`src/rtl/mul8_share_arbiter_if.sv`:
```
// Handshake bundle between the requesters, the response consumer
// and the shared-multiplier front-end.
interface mul8_share_arbiter_if #(
  parameter int NREQ = 4,
  parameter int IDW  = 2
);
  logic [NREQ-1:0]   req_valid;
  logic [NREQ-1:0]   req_ready;
  logic [8*NREQ-1:0] req_x;
  logic [8*NREQ-1:0] req_y;
  logic              rsp_valid;
  logic              rsp_ready;
  logic [15:0]       rsp_p;
  logic [IDW-1:0]    rsp_id;

  modport master (
    output req_valid, req_x, req_y, rsp_ready,
    input  req_ready, rsp_valid, rsp_p, rsp_id
  );

  modport slave (
    input  req_valid, req_x, req_y, rsp_ready,
    output req_ready, rsp_valid, rsp_p, rsp_id
  );
endinterface

```
`src/rtl/mul8_share_arbiter.sv`:
```
// Round-robin front-end time-sharing one combinational 8x8 signed
// multiplier; two cycles from accept to response.
module mul8_share_arbiter #(
  parameter int NREQ = 4,
  parameter int IDW  = 2
) (
  input  logic        clk,
  input  logic        rst,
  mul8_share_arbiter_if.slave bus,
  output logic [7:0]  mul_x,
  output logic [7:0]  mul_y,
  input  logic [15:0] mul_p,
  output logic [15:0] ops_done
);

  typedef enum logic [1:0] {
    IDLE,
    MUL,
    RESP
  } state_t;

  state_t         state;
  state_t         state_nxt;
  logic [IDW-1:0] ptr;
  logic [IDW-1:0] win;
  logic [IDW-1:0] id_q;
  logic [IDW:0]   sum;
  logic [IDW-1:0] idx;
  logic           found;
  logic           rsp_fire;
  logic           grant;

  // first valid requester at or after ptr, wrapping mod NREQ
  always_comb begin
    found = 1'b0;
    win   = '0;
    sum   = '0;
    idx   = '0;
    for (int k = 0; k < NREQ; k++) begin
      sum = {1'b0, ptr} + (IDW+1)'(k);
      if (sum >= (IDW+1)'(NREQ))
        sum = sum - (IDW+1)'(NREQ);
      idx = sum[IDW-1:0];
      if (!found && bus.req_valid[idx]) begin
        found = 1'b1;
        win   = idx;
      end
    end
  end

  assign rsp_fire = (state == RESP) && bus.rsp_ready;
  assign grant    = found && !rst &&
                    ((state == IDLE) || rsp_fire);

  always_ff @(posedge clk) begin
    if (rst) state <= IDLE;
    else     state <= state_nxt;
  end

  always_comb begin
    state_nxt = state;
    case (state)
      IDLE:    if (grant) state_nxt = MUL;
      MUL:     state_nxt = RESP;
      RESP:    if (rsp_fire)
                 state_nxt = grant ? MUL : IDLE;
      default: state_nxt = IDLE;
    endcase
  end

  always_comb begin
    bus.req_ready = '0;
    if (grant) bus.req_ready[win] = 1'b1;
    bus.rsp_valid = (state == RESP);
  end

  assign bus.rsp_id = id_q;

  always_ff @(posedge clk) begin
    if (rst) begin
      mul_x     <= '0;
      mul_y     <= '0;
      id_q      <= '0;
      ptr       <= '0;
      bus.rsp_p <= '0;
      ops_done  <= '0;
    end else begin
      if (grant) begin
        mul_x <= bus.req_x[{win, 3'b000} +: 8];
        mul_y <= bus.req_y[{win, 3'b000} +: 8];
        id_q  <= win;
        ptr   <= (win == IDW'(NREQ-1)) ? '0 : win + 1'b1;
      end
      if (state == MUL) bus.rsp_p <= mul_p;
      if (rsp_fire) ops_done <= ops_done + 16'd1;
    end
  end

endmodule

```
`src/flat_wrapper.sv`:
```
// flat-port wrapper written by rule: the top's interface ports become plain ports
module mul8_share_arbiter_flat 
#(
  parameter int NREQ = 4,
  parameter int IDW  = 2
)
  (clk, rst, mul_x, mul_y, mul_p, ops_done, bus_req_valid, bus_req_x, bus_req_y, bus_rsp_ready, bus_req_ready, bus_rsp_valid, bus_rsp_p, bus_rsp_id);
  mul8_share_arbiter_if #(.NREQ(NREQ), .IDW(IDW)) bus_i ();
  input  logic clk;
  input  logic rst;
  output logic [7:0] mul_x;
  output logic [7:0] mul_y;
  input  logic [15:0] mul_p;
  output logic [15:0] ops_done;
  input wire logic [$bits(bus_i.req_valid)-1:0] bus_req_valid;
  input wire logic [$bits(bus_i.req_x)-1:0] bus_req_x;
  input wire logic [$bits(bus_i.req_y)-1:0] bus_req_y;
  input wire logic [$bits(bus_i.rsp_ready)-1:0] bus_rsp_ready;
  output wire logic [$bits(bus_i.req_ready)-1:0] bus_req_ready;
  output wire logic [$bits(bus_i.rsp_valid)-1:0] bus_rsp_valid;
  output wire logic [$bits(bus_i.rsp_p)-1:0] bus_rsp_p;
  output wire logic [$bits(bus_i.rsp_id)-1:0] bus_rsp_id;
  assign bus_i.req_valid = bus_req_valid;
  assign bus_i.req_x = bus_req_x;
  assign bus_i.req_y = bus_req_y;
  assign bus_i.rsp_ready = bus_rsp_ready;
  assign bus_req_ready = bus_i.req_ready;
  assign bus_rsp_valid = bus_i.rsp_valid;
  assign bus_rsp_p = bus_i.rsp_p;
  assign bus_rsp_id = bus_i.rsp_id;
  mul8_share_arbiter #(.NREQ(NREQ), .IDW(IDW)) u_core (.clk(clk), .rst(rst), .bus(bus_i), .mul_x(mul_x), .mul_y(mul_y), .mul_p(mul_p), .ops_done(ops_done));
endmodule
```
`config.mk`:
```
export PLATFORM = sky130hd
export DESIGN_NAME = mul8_share_arbiter_flat
export DESIGN_NICKNAME = d
export VERILOG_FILES = /design/src/rtl/mul8_share_arbiter_if.sv /design/src/rtl/mul8_share_arbiter.sv /design/src/flat_wrapper.sv
export SDC_FILE = /design/constraint.sdc
export NUM_CORES = 1
export LEC_CHECK = 0
export BUFFER_PORTS_ARGS = -buffer_cell sky130_fd_sc_hd__clkbuf_2
export CORE_UTILIZATION = 45
export DETAILED_ROUTE_END_ITERATION = 16
export PLACE_DENSITY = 0.87
export REMOVE_ABC_BUFFERS = 1
export SETUP_SLACK_MARGIN = 0.3
export SLEW_MARGIN = 20
export SYNTH_ARGS = -nofsm -noshare
export SYNTH_HDL_FRONTEND = slang
export SYNTH_SLANG_ARGS = --single-unit
```
`constraint.sdc`:
```
create_clock -name clk -period 3.6 [get_ports clk]
set_input_delay 0.72 -clock clk [delete_from_list [all_inputs] [get_ports clk]]
set_output_delay 0.72 -clock clk [all_outputs]
set_load 0.01 [all_outputs]
```
# Yosys cells after proc, flatten, opt, wreduce, memory -nomap -nowiden
# Index checks and enable logic that the tools add are counted.
# op_classes
addsub,9
order_cmp,10
eq_ne,5
shifts,2
muxes,28
n_reduce_logical,14
# ops
cell,n
$shiftx 32x6->8,2
$mux 2,11
$add 16x1->16 const B,1
$lt 2x3->1 const B,5
$mux 1,10
$ge 3x3->1 const B,3
$bmux 1 s2,4
$sub 2x1->2 const B,4
$logic_and 1x1->1,7
$add 2x2->3 const B,2
$pmux 2 s3,1
$eq 2x2->1 const B,2
$logic_not 1->1,4
$mux 4,1
$ne 2x1->1 const B,2
$add 2x1->3 const B,1
$ge 2x3->1 const B,1
$add 2x1->2 const B,1
$demux 1 s2,1
$eq 2x1->1 const B,1
$ge 2x1->1 const B,1
$logic_not 2->1,1
$reduce_and 2->1,1
$logic_or 1x1->1,1
# word_totals
regBits,54
inputBits,87
elab_cells,75

# Depth between registers and ports, before layout
# depth
word_depth,19
depth_mapped,8
ltp_nobuf,7

# Worst setup path after synthesis
# No wires, ideal clock.
# synth_timing
path_type,in2out
startpoint,input port bus_req_valid[0]
endpoint,output port bus_req_ready[0]
t_arrival_ns,1.770
t_required_ns,2.880
path_slack_ns,1.110
cell_stages,8
path_buffers,2
cell_sequence,nand2b_1 > o211ai_1 > a21oi_1 > buf_4 > buf_4 > inv_1 > ha_1 > and2_1
# synth_via
elab_chain_cells,17
elab_cells_between_ends,30
classes_between,order compare (2); mux (19); reduce/logical (9)
# synth_rtl
element,line,rtl
"start, declared",flat_wrapper.sv:15,input wire logic [$bits(bus_i.req_valid)-1:0] bus_req_valid;
$bmux 1 s2,mul8_share_arbiter.sv:44,if (!found && bus.req_valid[idx]) begin
$mux 1 (not written as such),mul8_share_arbiter.sv:44,
$mux 1,mul8_share_arbiter.sv:44,
$logic_not 1->1,mul8_share_arbiter.sv:44,
$logic_and 1x1->1,mul8_share_arbiter.sv:44,
$mux 1,mul8_share_arbiter.sv:44,
$logic_not 1->1,mul8_share_arbiter.sv:44,
$logic_and 1x1->1,mul8_share_arbiter.sv:44,
(+2 left out),-,
$logic_and 1x1->1,mul8_share_arbiter.sv:44,
$mux 2 (*),mul8_share_arbiter.sv:44,
net u_core.win[0],mul8_share_arbiter.sv:25,logic [IDW-1:0] win;
$lt 2x3->1 (not written as such) or $ge 2x1->1 (tied branches),mul8_share_arbiter.sv:73,if (grant) bus.req_ready[win] = 1'b1;
$logic_and 1x1->1 (not written as such),mul8_share_arbiter.sv:73,
$mux 1 (not written as such),mul8_share_arbiter.sv:73,
$demux 1 s2 (*),-,
$mux 4 (*),mul8_share_arbiter.sv:73,
"end, declared",flat_wrapper.sv:19,output wire logic [$bits(bus_i.req_ready)-1:0] bus_req_ready;
# Mark *: on every way through the listed nets, which the timed path passes. The rest lies on a longest branch. The select of a mux whose other input is x is not followed.

# Worst setup path after layout
# layout_timing
startpoint,input port bus_req_valid[0]
endpoint,output port bus_req_ready[3]
# The elaborated chain is that of the path after synthesis.

==> impl_metrics.env <==
export IMPL_status="finished clean"
export IMPL_startpoint_type="primary input"
export IMPL_grt_pass1_wl_mm=10.25
export IMPL_met2_length_mm=3.457
export IMPL_synth_area_mux_share=0.1230
export IMPL_slew_headroom=0.3291
export IMPL_power_leakage_nw=1.630
export IMPL_rsz0062_at_grt="no"
export IMPL_cts_buffer_depth=2
export IMPL_syn_to_final_growth_pct=30.23
export IMPL_min_from="u_core.bus.rsp_p[0]"
export IMPL_yosysUniqueCellTypes=36
export IMPL_synth_top_family_by_area="simple AND/OR/NAND/NOR gates"
export IMPL_rows=27
export IMPL_path_common_cell="clkbuf_2"
export IMPL_synth_compound_area_frac=0.1253
export IMPL_synth_warnings=0
export IMPL_layout_commonest_cell="clkbuf_2"
export IMPL_clock_root_buffer="clkbuf_8"
export IMPL_core_area_sq_mm=0.005642
export IMPL_clk_latency_ps=290
export IMPL_synth_top_area_frac=0.4024
export IMPL_die_area_sq_mm=0.006283
export IMPL_gp_congestion=0.7687
export IMPL_grt_max_degree=54
export IMPL_max_vdd_ir_drop_mv=0.2368
export IMPL_r2r_slack_ps=1650
export IMPL_antenna_found_initial=0
export IMPL_cts_reportedPaths_clkPinSlew_ps=90
export IMPL_nNetsFinal=509
export IMPL_cts_tree="yes"
export IMPL_drive_gt1_frac=0.3971
export IMPL_synth_simple_area_share=0.2194
export IMPL_worst_setup_path_end_kind="primary output"
export IMPL_setup_viol=0
export IMPL_dpl_hpwl_mm=4.976
export IMPL_critPathKind="primary input to primary output"
export IMPL_skew_ps=5.541
export IMPL_tightest_slew_ps=1004
export IMPL_cellPowerDensity_mw_per_mm2=429.9
export IMPL_synth_fa_ha_area_frac=0.02329
export IMPL_wl_mm=6.335
export IMPL_slowest_delay_ps=420
export IMPL_gr_total_overflow=0
export IMPL_drv_cap=0
export IMPL_wl_per_cell_um=12.93
export IMPL_drtPass1Iterations=4
export IMPL_syn_area_sq_mm=0.002686
export IMPL_period_share=0.7668
export IMPL_power_w=0.001504
export IMPL_crit_slowest_cell="or3_4"
export IMPL_crit_required_ps=2880
export IMPL_r2r_cells=6
export IMPL_wl_met1_mm=2.544
export IMPL_path_max_fanout=4
export IMPL_cts_hold_buffers=0
export IMPL_postSynthCellCount=288
export IMPL_holdPathStages=2
export IMPL_ant_nets=0
export IMPL_yosys_area_top_type="dfxtp_1"
export IMPL_max_freq_ghz=0.3623
export IMPL_io_buffers=141
export IMPL_vias=2476
export IMPL_n_antenna_cell=0
export IMPL_dr_wl_met3_um=282
export IMPL_drc=0
export IMPL_layout_common_cells="clkbuf_2 (141), dfxtp_1 (54), nand2_1 (39), mux2i_1 (33), a21oi_1 (20)"
export IMPL_synth_xor_area_share=0.04891
export IMPL_cts_buffers=5
export IMPL_tns_ps=0
export IMPL_regToRegEndpoint="u_core.mul_y[7]"
export IMPL_hp_class="register to register"
export IMPL_cts_htree_levels=2
export IMPL_synth_seq_area_share=0.4024
export IMPL_slew_viol_final=0
export IMPL_drtIter0Drc=71
export IMPL_cts_sinks=54
export IMPL_post_synth_cell_area_avg_sq_um=9.328
export IMPL_start_util=0.4762
export IMPL_timing_rr_start="u_core.ptr[0]"
export IMPL_synth_area_leaders="dfxtp_1 (40%), mux2i_1 (12%), o221ai_2 (5.6%), nand2_1 (5.4%), nand3b_1 (5.0%)"
export IMPL_fp_dieW_um=79.27
export IMPL_die_h_um=79.27
export IMPL_post_route_min_period_ps=2760
export IMPL_hold_viol=0
export IMPL_hold_path_end="u_core.bus.rsp_p[0]"
export IMPL_track_usage=0.2035
export IMPL_via_per_inst=5.053
export IMPL_cts_setup_buffers=0
export IMPL_crit_arrival_ps=2040
export IMPL_cp_cell_sequence="clkbuf_2, a21oi_1, nor3b_1, or3_4, inv_1, ha_1, and2_1, clkbuf_2"
export IMPL_grt_pass1_vias=2438
export IMPL_cts_resized=0
export IMPL_io_pins=142
export IMPL_routed_top_layer="met4"
export IMPL_ys_ff_latch=54
==> through the flow <==
stage | area [sq um] | std cells | utilization | setup slack, ps | hold WS [ps]
CTS | 3498 | 490 | 0.6201 | 847.6 | 463.6
detailed placement | 3388 | 482 | 0.6006 | 849.1 | 449.9
floorplan | 2566 | 267 | - | -1153 | 441.9
global route | 3498 | 490 | 0.6201 | 752.9 | 480.0
global placement | 3388 | 482 | 0.6006 | 938.8 | 442.7
finish | 3498 | 490 | 0.6201 | 839.6 | 460.6
==> state kept, by name (all words and copies together), names as in the netlist <==
signal	flops
u_core.bus.rsp_id	2
u_core.mul_y	8
u_core.bus.rsp_p	16
u_core.ops_done	16
u_core.ptr	2
u_core.state	2
u_core.mul_x	8
==> worst max-delay path by stage <==
stage / start / end / slack [ps] / depth (start not counted)
floorplan: bus_req_valid[0] / bus_req_ready[0] / -1150 / 6
global placement: bus_req_valid[0] / bus_req_ready[3] / 940 / 8
detailed placement: bus_req_valid[0] / bus_req_ready[3] / 850 / 8
CTS: bus_req_valid[0] / bus_req_ready[3] / 850 / 8
global route: bus_req_valid[0] / bus_req_ready[3] / 750 / 8
finish: bus_req_valid[0] / bus_req_ready[3] / 840 / 8
==> cell type report <==
cell class                 instances  area [sq um]
fill                             507          2143
multi-input combinational        205          1461
inverter                           8         35.03
sequential                        54          1081
clock inverter                     2         37.54
clock buffer                       6         72.57
tap                               72         90.09
timing repair buffer             143         720.7
==> power by group <==
group	switching, W	total (W)	internal, W
registers	0.0000363	0.000696	0.000660
logic	0.000224	0.000416	0.000192
clock network	0.000184	0.000392	0.000208
==> cells by family after synthesis <==
family | after synthesis
buffers and inverters | 29
DFF | 54
muxes | 33
adders and majority gates | 5
xor gates and xnor gates | 15
and+or+nand+nor | 111
AOI/OAI and AO/OA | 41
==> routing by layer <==
| layer | up-vias | GRT usage |
|---|---|---|
| met2 | 74 | 0.4052 |
| met3 | 6 | 0.04023 |
| met4 | 0 | 0.06182 |
| li1 | 1263 | - |
| met1 | 1133 | 0.2095 |
| met5 | - | 0 |
==> critical path, delay by kind of cell <==
family | cells | cell delay [ps]
buf+inv | 3 | 370
compound gates | 1 | 160
simple gates | 3 | 620
fa+ha+maj | 1 | 170
==> synthesized netlist by cell type <==
cell	n
nand2b_1	3
or4_4	1
clkinv_4	1
a21oi_1	21
nor4_1	1
nand3b_1	18
mux2i_1	33
xnor2_1	6
o211ai_1	1
or3_4	1
dfxtp_1	54
nand3_1	3
nor2_1	19
and4_1	2
and3b_1	1
or3_1	1
nand4_1	5
xor2_1	9
nand2_4	1
nor3b_1	1
o221ai_2	10
and3_1	4
o31ai_1	1
ha_1	5
nor2b_1	3
clkbuf_1	11
buf_4	4
o21ai_0	1
nor3_1	2
o221ai_1	7
inv_1	7
buf_2	3
and2_1	5
nand2_2	1
buf_6	3
nand2_1	39
No activity file was read; power rests on OpenSTA's default activity.
